**src/rtl/uart_pkg.sv**
```systemverilog
// Shared UART definitions: data width and the TX/RX queue controller states.
package uart_pkg;

    localparam int UART_DATA_W = 8;

    typedef enum logic [1:0] {
        IDLE,
        LAUNCH,
        WAIT_ACK,
        WAIT_DONE
    } uart_q_state_e;

endpackage

```
**src/rtl/uart_tx_queue_if.sv**
```systemverilog
// CPU-side push/status bus and transmitter launch handshake of the TX queue.
interface uart_tx_queue_if
    import uart_pkg::*;
#(
    parameter int DEPTH = 16,
    localparam int AW = $clog2(DEPTH)
);

    logic                   wr_en;
    logic [UART_DATA_W-1:0] wr_data;
    logic                   flush;
    logic                   enable;
    logic                   clr_ovf;
    logic                   full;
    logic                   empty;
    logic [AW:0]            count;
    logic                   overflow;
    logic                   tx_start;
    logic [UART_DATA_W-1:0] tx_data;
    logic                   tx_busy;
    logic                   tx_done;

    modport slave (
        input  wr_en, wr_data, flush, enable, clr_ovf,
        input  tx_busy, tx_done,
        output full, empty, count, overflow,
        output tx_start, tx_data
    );

    modport master (
        output wr_en, wr_data, flush, enable, clr_ovf,
        output tx_busy, tx_done,
        input  full, empty, count, overflow,
        input  tx_start, tx_data
    );

endinterface

```
**src/rtl/uart_sync_fifo.sv**
```systemverilog
// Synchronous byte FIFO with wrap-flag pointers and flush; shared by TX and RX.
module uart_sync_fifo
    import uart_pkg::*;
#(
    parameter int DEPTH = 16,
    localparam int AW = $clog2(DEPTH)
) (
    input  logic                   clk,
    input  logic                   reset,
    input  logic                   wr_en_i,
    input  logic [UART_DATA_W-1:0] wr_data_i,
    input  logic                   pop_i,
    input  logic                   flush_i,
    output logic [UART_DATA_W-1:0] rd_data_o,
    output logic                   full_o,
    output logic                   empty_o,
    output logic [AW:0]            count_o
);

    logic [UART_DATA_W-1:0] mem_q [DEPTH];
    logic [AW:0]            wr_ptr_q, wr_ptr_d;
    logic [AW:0]            rd_ptr_q, rd_ptr_d;
    logic                   push;

    // Flush wins over a same-cycle push so the queue really ends up empty.
    assign push = wr_en_i && !full_o && !flush_i;

    always_comb begin
        wr_ptr_d = wr_ptr_q;
        rd_ptr_d = rd_ptr_q;
        if (push) begin
            wr_ptr_d = wr_ptr_q + 1'b1;
        end
        if (flush_i) begin
            rd_ptr_d = wr_ptr_q;
        end else if (pop_i && !empty_o) begin
            rd_ptr_d = rd_ptr_q + 1'b1;
        end
    end

    always_ff @(posedge clk or negedge reset) begin
        if (!reset) begin
            wr_ptr_q <= '0;
            rd_ptr_q <= '0;
        end else begin
            wr_ptr_q <= wr_ptr_d;
            rd_ptr_q <= rd_ptr_d;
        end
    end

    always_ff @(posedge clk) begin
        if (push) begin
            mem_q[wr_ptr_q[AW-1:0]] <= wr_data_i;
        end
    end

    assign rd_data_o = mem_q[rd_ptr_q[AW-1:0]];
    assign empty_o   = (wr_ptr_q == rd_ptr_q);
    assign full_o    = (wr_ptr_q[AW] != rd_ptr_q[AW]) &&
                       (wr_ptr_q[AW-1:0] == rd_ptr_q[AW-1:0]);
    assign count_o   = wr_ptr_q - rd_ptr_q;

endmodule

```
**src/rtl/uart_tx_queue.sv**
```systemverilog
// TX byte queue feeding the UART transmitter one frame at a time.
module uart_tx_queue
    import uart_pkg::*;
#(
    parameter int DEPTH = 16,
    localparam int AW = $clog2(DEPTH)
) (
    input logic           clk,
    input logic           reset,
    uart_tx_queue_if.slave bus
);

    uart_q_state_e          state_q, state_d;
    logic [UART_DATA_W-1:0] tx_data_q, tx_data_d;
    logic                   ovf_q, ovf_d;
    logic                   pop;
    logic [UART_DATA_W-1:0] rd_data;
    logic                   fifo_full;
    logic                   fifo_empty;
    logic [AW:0]            fifo_count;

    uart_sync_fifo #(
        .DEPTH (DEPTH)
    ) u_fifo (
        .clk       (clk),
        .reset     (reset),
        .wr_en_i   (bus.wr_en),
        .wr_data_i (bus.wr_data),
        .pop_i     (pop),
        .flush_i   (bus.flush),
        .rd_data_o (rd_data),
        .full_o    (fifo_full),
        .empty_o   (fifo_empty),
        .count_o   (fifo_count)
    );

    always_comb begin
        state_d   = state_q;
        tx_data_d = tx_data_q;
        pop       = 1'b0;
        unique case (state_q)
            IDLE: begin
                if (bus.enable && !fifo_empty && !bus.flush) begin
                    pop       = 1'b1;
                    tx_data_d = rd_data;
                    state_d   = LAUNCH;
                end
            end
            LAUNCH: begin
                state_d = WAIT_ACK;
            end
            WAIT_ACK: begin
                if (bus.tx_busy) begin
                    state_d = WAIT_DONE;
                end
            end
            WAIT_DONE: begin
                if (bus.tx_done) begin
                    state_d = IDLE;
                end
            end
            default: begin
                state_d = IDLE;
            end
        endcase
    end

    // A dropped write sets the flag even when clr_ovf arrives with it.
    always_comb begin
        ovf_d = ovf_q;
        if (bus.wr_en && fifo_full && !bus.flush) begin
            ovf_d = 1'b1;
        end else if (bus.clr_ovf) begin
            ovf_d = 1'b0;
        end
    end

    always_ff @(posedge clk or negedge reset) begin
        if (!reset) begin
            state_q   <= IDLE;
            tx_data_q <= '0;
            ovf_q     <= 1'b0;
        end else begin
            state_q   <= state_d;
            tx_data_q <= tx_data_d;
            ovf_q     <= ovf_d;
        end
    end

    assign bus.full     = fifo_full;
    assign bus.empty    = fifo_empty;
    assign bus.count    = fifo_count;
    assign bus.overflow = ovf_q;
    assign bus.tx_start = (state_q == LAUNCH);
    assign bus.tx_data  = tx_data_q;

endmodule

```
**src/flat_wrapper.sv**
```systemverilog
// flat-port wrapper written by rule: the top's interface ports become plain ports
module uart_tx_queue_flat import uart_pkg::*;
#(
    parameter int DEPTH = 16,
    localparam int AW = $clog2(DEPTH)
)
  (clk, reset, bus_wr_en, bus_wr_data, bus_flush, bus_enable, bus_clr_ovf, bus_tx_busy, bus_tx_done, bus_full, bus_empty, bus_count, bus_overflow, bus_tx_start, bus_tx_data);
  uart_tx_queue_if #(.DEPTH(DEPTH)) bus_i ();
  input logic clk;
  input logic reset;
  input wire logic [$bits(bus_i.wr_en)-1:0] bus_wr_en;
  input wire logic [$bits(bus_i.wr_data)-1:0] bus_wr_data;
  input wire logic [$bits(bus_i.flush)-1:0] bus_flush;
  input wire logic [$bits(bus_i.enable)-1:0] bus_enable;
  input wire logic [$bits(bus_i.clr_ovf)-1:0] bus_clr_ovf;
  input wire logic [$bits(bus_i.tx_busy)-1:0] bus_tx_busy;
  input wire logic [$bits(bus_i.tx_done)-1:0] bus_tx_done;
  output wire logic [$bits(bus_i.full)-1:0] bus_full;
  output wire logic [$bits(bus_i.empty)-1:0] bus_empty;
  output wire logic [$bits(bus_i.count)-1:0] bus_count;
  output wire logic [$bits(bus_i.overflow)-1:0] bus_overflow;
  output wire logic [$bits(bus_i.tx_start)-1:0] bus_tx_start;
  output wire logic [$bits(bus_i.tx_data)-1:0] bus_tx_data;
  assign bus_i.wr_en = bus_wr_en;
  assign bus_i.wr_data = bus_wr_data;
  assign bus_i.flush = bus_flush;
  assign bus_i.enable = bus_enable;
  assign bus_i.clr_ovf = bus_clr_ovf;
  assign bus_i.tx_busy = bus_tx_busy;
  assign bus_i.tx_done = bus_tx_done;
  assign bus_full = bus_i.full;
  assign bus_empty = bus_i.empty;
  assign bus_count = bus_i.count;
  assign bus_overflow = bus_i.overflow;
  assign bus_tx_start = bus_i.tx_start;
  assign bus_tx_data = bus_i.tx_data;
  uart_tx_queue #(.DEPTH(DEPTH)) u_core (.clk(clk), .reset(reset), .bus(bus_i));
endmodule
```
**config.mk**
```make
export PLATFORM = sky130hd
export DESIGN_NAME = uart_tx_queue_flat
export DESIGN_NICKNAME = d
export VERILOG_FILES = /design/src/rtl/uart_pkg.sv /design/src/rtl/uart_tx_queue_if.sv /design/src/rtl/uart_sync_fifo.sv /design/src/rtl/uart_tx_queue.sv /design/src/flat_wrapper.sv
export SDC_FILE = /design/constraint.sdc
export NUM_CORES = 1
export LEC_CHECK = 0
export ABC_CLOCK_PERIOD_IN_PS = 2050
export CAP_MARGIN = 5
export CORE_MARGIN = 2
export CORE_UTILIZATION = 30
export DETAILED_ROUTE_END_ITERATION = 8
export GPL_TIMING_DRIVEN = 1
export MAX_ROUTING_LAYER = met4
export SYNTH_ARGS = -nofsm -noshare
export SYNTH_HDL_FRONTEND = slang
export SYNTH_SLANG_ARGS = --single-unit
```
**constraint.sdc**
```tcl
create_clock -name clk -period 2.05 [get_ports clk]
set_input_delay 0.41 -clock clk [delete_from_list [all_inputs] [get_ports clk]]
set_output_delay 0.41 -clock clk [all_outputs]
set_load 0.02 [all_outputs]
```
==> summary.md <==
| Metric | Value |
|---|---|
| Status | finished with violations |
| Failing checks | setup timing |
| Reg2reg start | u_core.u_fifo.rd_ptr_q[0] |
| Vias | between 3,000 and 4,000 |
| Initial Util | between 30% and 40% |
| Total gr overflow | 0 |
| Post-place setup slack | -0.458 ns |
| CP max stage delay | around 0.38 ns |
| Post-route ant nets | 0 |
| Crit path DAT | between 1.5 and 2 ns |
| PwrDens | 1450 mW/mm² |
| WL final | about 13,000 µm |
| Share of cells above drive strength 1 | a little under 30% |
| Number of cell rows | 52 |
| DRC Markers | 0 |
| Async SR Flop Fraction | ~14% |
| Initial antenna violation count | 0 |
| Buf+Inv Stages, Crit Path | 3 |
| P_leak | roughly 2.8 nW |
| Post-Syn Area | approximately 0.0062 mm² |
| Library cells used by synthesis | 50 |
| Ports | 33 |
| CTS Buf Count | 17 |
| Critical Path End Type | output port |
| Maxcap violations | 0 |
| Max_slew headroom | 58.2% |
| DR vias/cell | 4.66 |
| DR WL/cell | around 18 µm |
| Yosys top cell by area | edfxtp_1 |
| Mapped Cells | between 300 and 400 |
| Top delay family on crit path | adder cells |
| Kind of critical path | flop to output port |
| Final Cycle Share | 116% |
| IO Port Bufs | 32 |
| Fmax | between 400 and 500 MHz |
| Ys Warns | 0 |
| Flops & latches, synth | ~150 |
| DIE WIDTH | approximately 150 µm |
| Die area | between 0.02 and 0.025 mm² |
| Max-slew violations | 0 |
| Final Wtd Congestion | ~0.76 |
| 1st-pass router iterations | 4 |
| Vias in the first global route | between 3,000 and 4,000 |
| Clock Sinks | around 150 |
| Clock-pin slew of the registers on the worst-case setup and hold paths | ~0.060 ns |
| Clock buffer depth | 2 |
| CP max stage cell | dfrtp_1 |
| Max VDD drop | 0.614 mV |
| Synth top area share | between 60 and 70% |
| Worst slew pin tran | ~0.63 ns |
| Ant diodes | 0 |
| Htree depth | 4 |
| Tot GR Track Use | between 10% and 20% |
| Largest net degree at the start of global routing | 52 |
| Unrepaired setup endpoints after global routing | true |
| Inst Count DP | 681 |
| Finish-stage setup viols | 7 |
| Layout Cells excl Fill | ~720 |
| Core area | slightly above 0.02 mm² |
| Top cells by area, synth | edfxtp_1, dfrtp_1, mux4_2, mux2i_1, ha_1 |
| Register area share after synthesis | a little over two thirds |
| Fillers | 1,839 |
| Post-Syn Nets | between 300 and 400 |
| Hold/Removal Path Class | input port to asynchronous set/reset pin |
| CTS tree | yes |
| Root Buffer | clkbuf_16 |
| Req. time, crit path | ~1.6 ns |
| Crit. Startpoint | u_core.u_fifo.wr_ptr_q[0] |
| Final nets | 470 |
| Fin crit period | roughly 2.4 ns |
| Critical-path cell list | inv_2, ha_4, inv_2, fa_2, a21o_1, a21oi_2, xnor2_2, buf_4 |
| Latest clock arrival within the worst-skew pair | between 0.4 and 0.5 ns |
| Mean post-synth cell area | between 15 and 20 µm² |
| Layout overhead on the synthesized area | 27.3% |
| Most used cell, CP | inv_2 |
| Placed wire-length estimate | roughly 8500 µm |
| First-pass GRT wire length | around 20,000 µm |
| Fin. Hold Viols | 0 |
| CP Launch Type | flop |
| Final WS setup | -0.322 ns |
| DRT iter0 DRCs | 202 |
| CP max FO | 2 |
| Clock skew | roughly 0.011 ns |
| Synth Flop Type | edfxtp_1 |
| Post-synth EDFFs | between 100 and 150 |
| Die Y | about 150 µm |
[cells in the mapped netlist (2+ instances only)]
library cell	number
a21o_1	2
mux2i_1	32
ha_1	14
xnor2_1	7
o22ai_1	15
a31oi_1	10
o21ai_0	3
inv_1	12
mux4_2	16
nor3_1	3
and3_1	8
edfxtp_1	128
nand3b_1	2
or3_1	2
clkbuf_1	5
a211oi_1	7
dfrtp_1	21
nand2_1	12
buf_2	4
nor2_1	13
and4_1	3
and2_1	4
a21oi_1	2
o211ai_1	2
buf_6	8
nand3_1	5
xor2_1	2
[cell usage in the layout, fill, tap and decap left out, types with 2 or more instances in the layout]
cell,netlist,routed
o21ai_0,3,3
nand3_1,5,5
a21o_1,2,2
mux4_2,16,16
nand3b_1,2,2
and4_1,3,3
o211ai_1,2,2
clkbuf_16,0,17
dfrtp_2,0,2
nor3_4,0,2
mux2i_1,32,32
and3_4,0,8
nand2_1,12,12
inv_6,0,5
buf_4,0,34
a31oi_1,10,10
ha_4,0,3
edfxtp_1,128,128
clkdlybuf4s50_1,0,24
or3_1,2,2
ha_1,14,11
a211oi_1,7,7
inv_2,0,4
buf_6,8,8
inv_8,0,3
and2_4,0,4
xnor2_1,7,6
nor2_1,13,11
dfrtp_1,21,19
inv_1,12,8
nor2_4,0,2
buf_12,0,3
a21oi_2,0,2
dlygate4sd2_1,0,2
bufinv_16,0,4
xor2_1,2,2
o22ai_1,15,15
[power by group]
| group | internal [mW] | switching, mW | leakage [nW] |
|---|---|---|---|
| logic | 2.10 | 2.26 | 1.04 |
| clock network | 2.08 | 1.27 | 0.316 |
| registers | 3.63 | 0.204 | 1.40 |
| total | 7.81 | 3.73 | 2.76 |
[worst register-to-register path, stage by stage, from the launching register on]
cell and delay [ns]:
dfrtp_2 0.39, clkbuf_8 0.49, mux4_2 0.64, a211oi_1 0.34, a31oi_1 0.13
[layout make-up]
type / count / area, µm² / area share, %
Sequential cell: 149 / 4370 / 55.1
Multi-Input combinational cell: 187 / 1860 / 23.5
Timing Repair Buffer: 72 / 677 / 8.53
Clock buffer: 17 / 425 / 5.36
Tap cell: 270 / 338 / 4.26
Clock inverter: 15 / 215 / 2.71
Inverter: 12 / 45.0 / 0.568
[sequential cells by signal, summed over array words and instances (netlist names)]
name	flops
u_core.bus.overflow	1
u_core.bus.tx_data	8
u_core.state_q	2
u_core.u_fifo.mem_q	128
u_core.u_fifo.rd_ptr_q	5
u_core.u_fifo.wr_ptr_q	5
[cell families after synthesis]
group / share of synthesized area [%]
flip-flops: 70.1
AND/OR/NAND/NOR: 5.26
AO/OA/AOI/OAI: 5.86
multiplexers: 11.3
buffers and inverters: 2.79
adder cells (fa/ha/maj): 3.13
XOR/XNOR: 1.53
[through the flow]
stage	total power [mW]	area (µm²)	utilization, %	hold WS, ns	TNS (ns)
6_report	11.5	7930	39.1	0.353	-0.825
5_1_grt	12.1	7930	39.1	0.375	-1.89
4_1_cts	11.5	7880	38.8	0.345	-1.12
3_5_place_dp	7.98	7130	35.1	0.538	-8.51
3_3_place_gp	7.89	7130	35.1	0.520	-5.78
2_1_floorplan	6.56	6330	-	0.114	0
[what timing repair did]
| action | in CTS | in global routing |
|---|---|---|
| gates resized for setup | 52 | 9 |
| setup endpoints to repair | 72 | 73 |
| hold buffers | 0 | 0 |
| buffers inserted | 7 | 2 |
| pin swaps | 14 | 9 |
[metal layers]
layer	up-vias	track usage [%]	routed length, µm
met5	-	-	0
met4	0	4.38	195
met3	17	2.85	291
met2	37	21.2	6720
met1	1722	14.5	5430
li1	1592	-	-
[worst paths after layout]
path / endpoint / slack [ns] / cells past startpoint
worst min-delay path: u_core.u_fifo.wr_ptr_q[1] / 0.35 / 2
worst min register to register: u_core.bus.overflow / 0.54 / 2
worst max register to register: u_core.bus.tx_data[2] / -0.06 / 4
min in group clk: u_core.bus.overflow / 0.54 / 2
worst max-delay path: bus_count[4] / -0.32 / 8
max in group asynchronous: u_core.u_fifo.rd_ptr_q[0] / 1.45 / 2
Note: power is estimated with default switching activity, not from simulation.
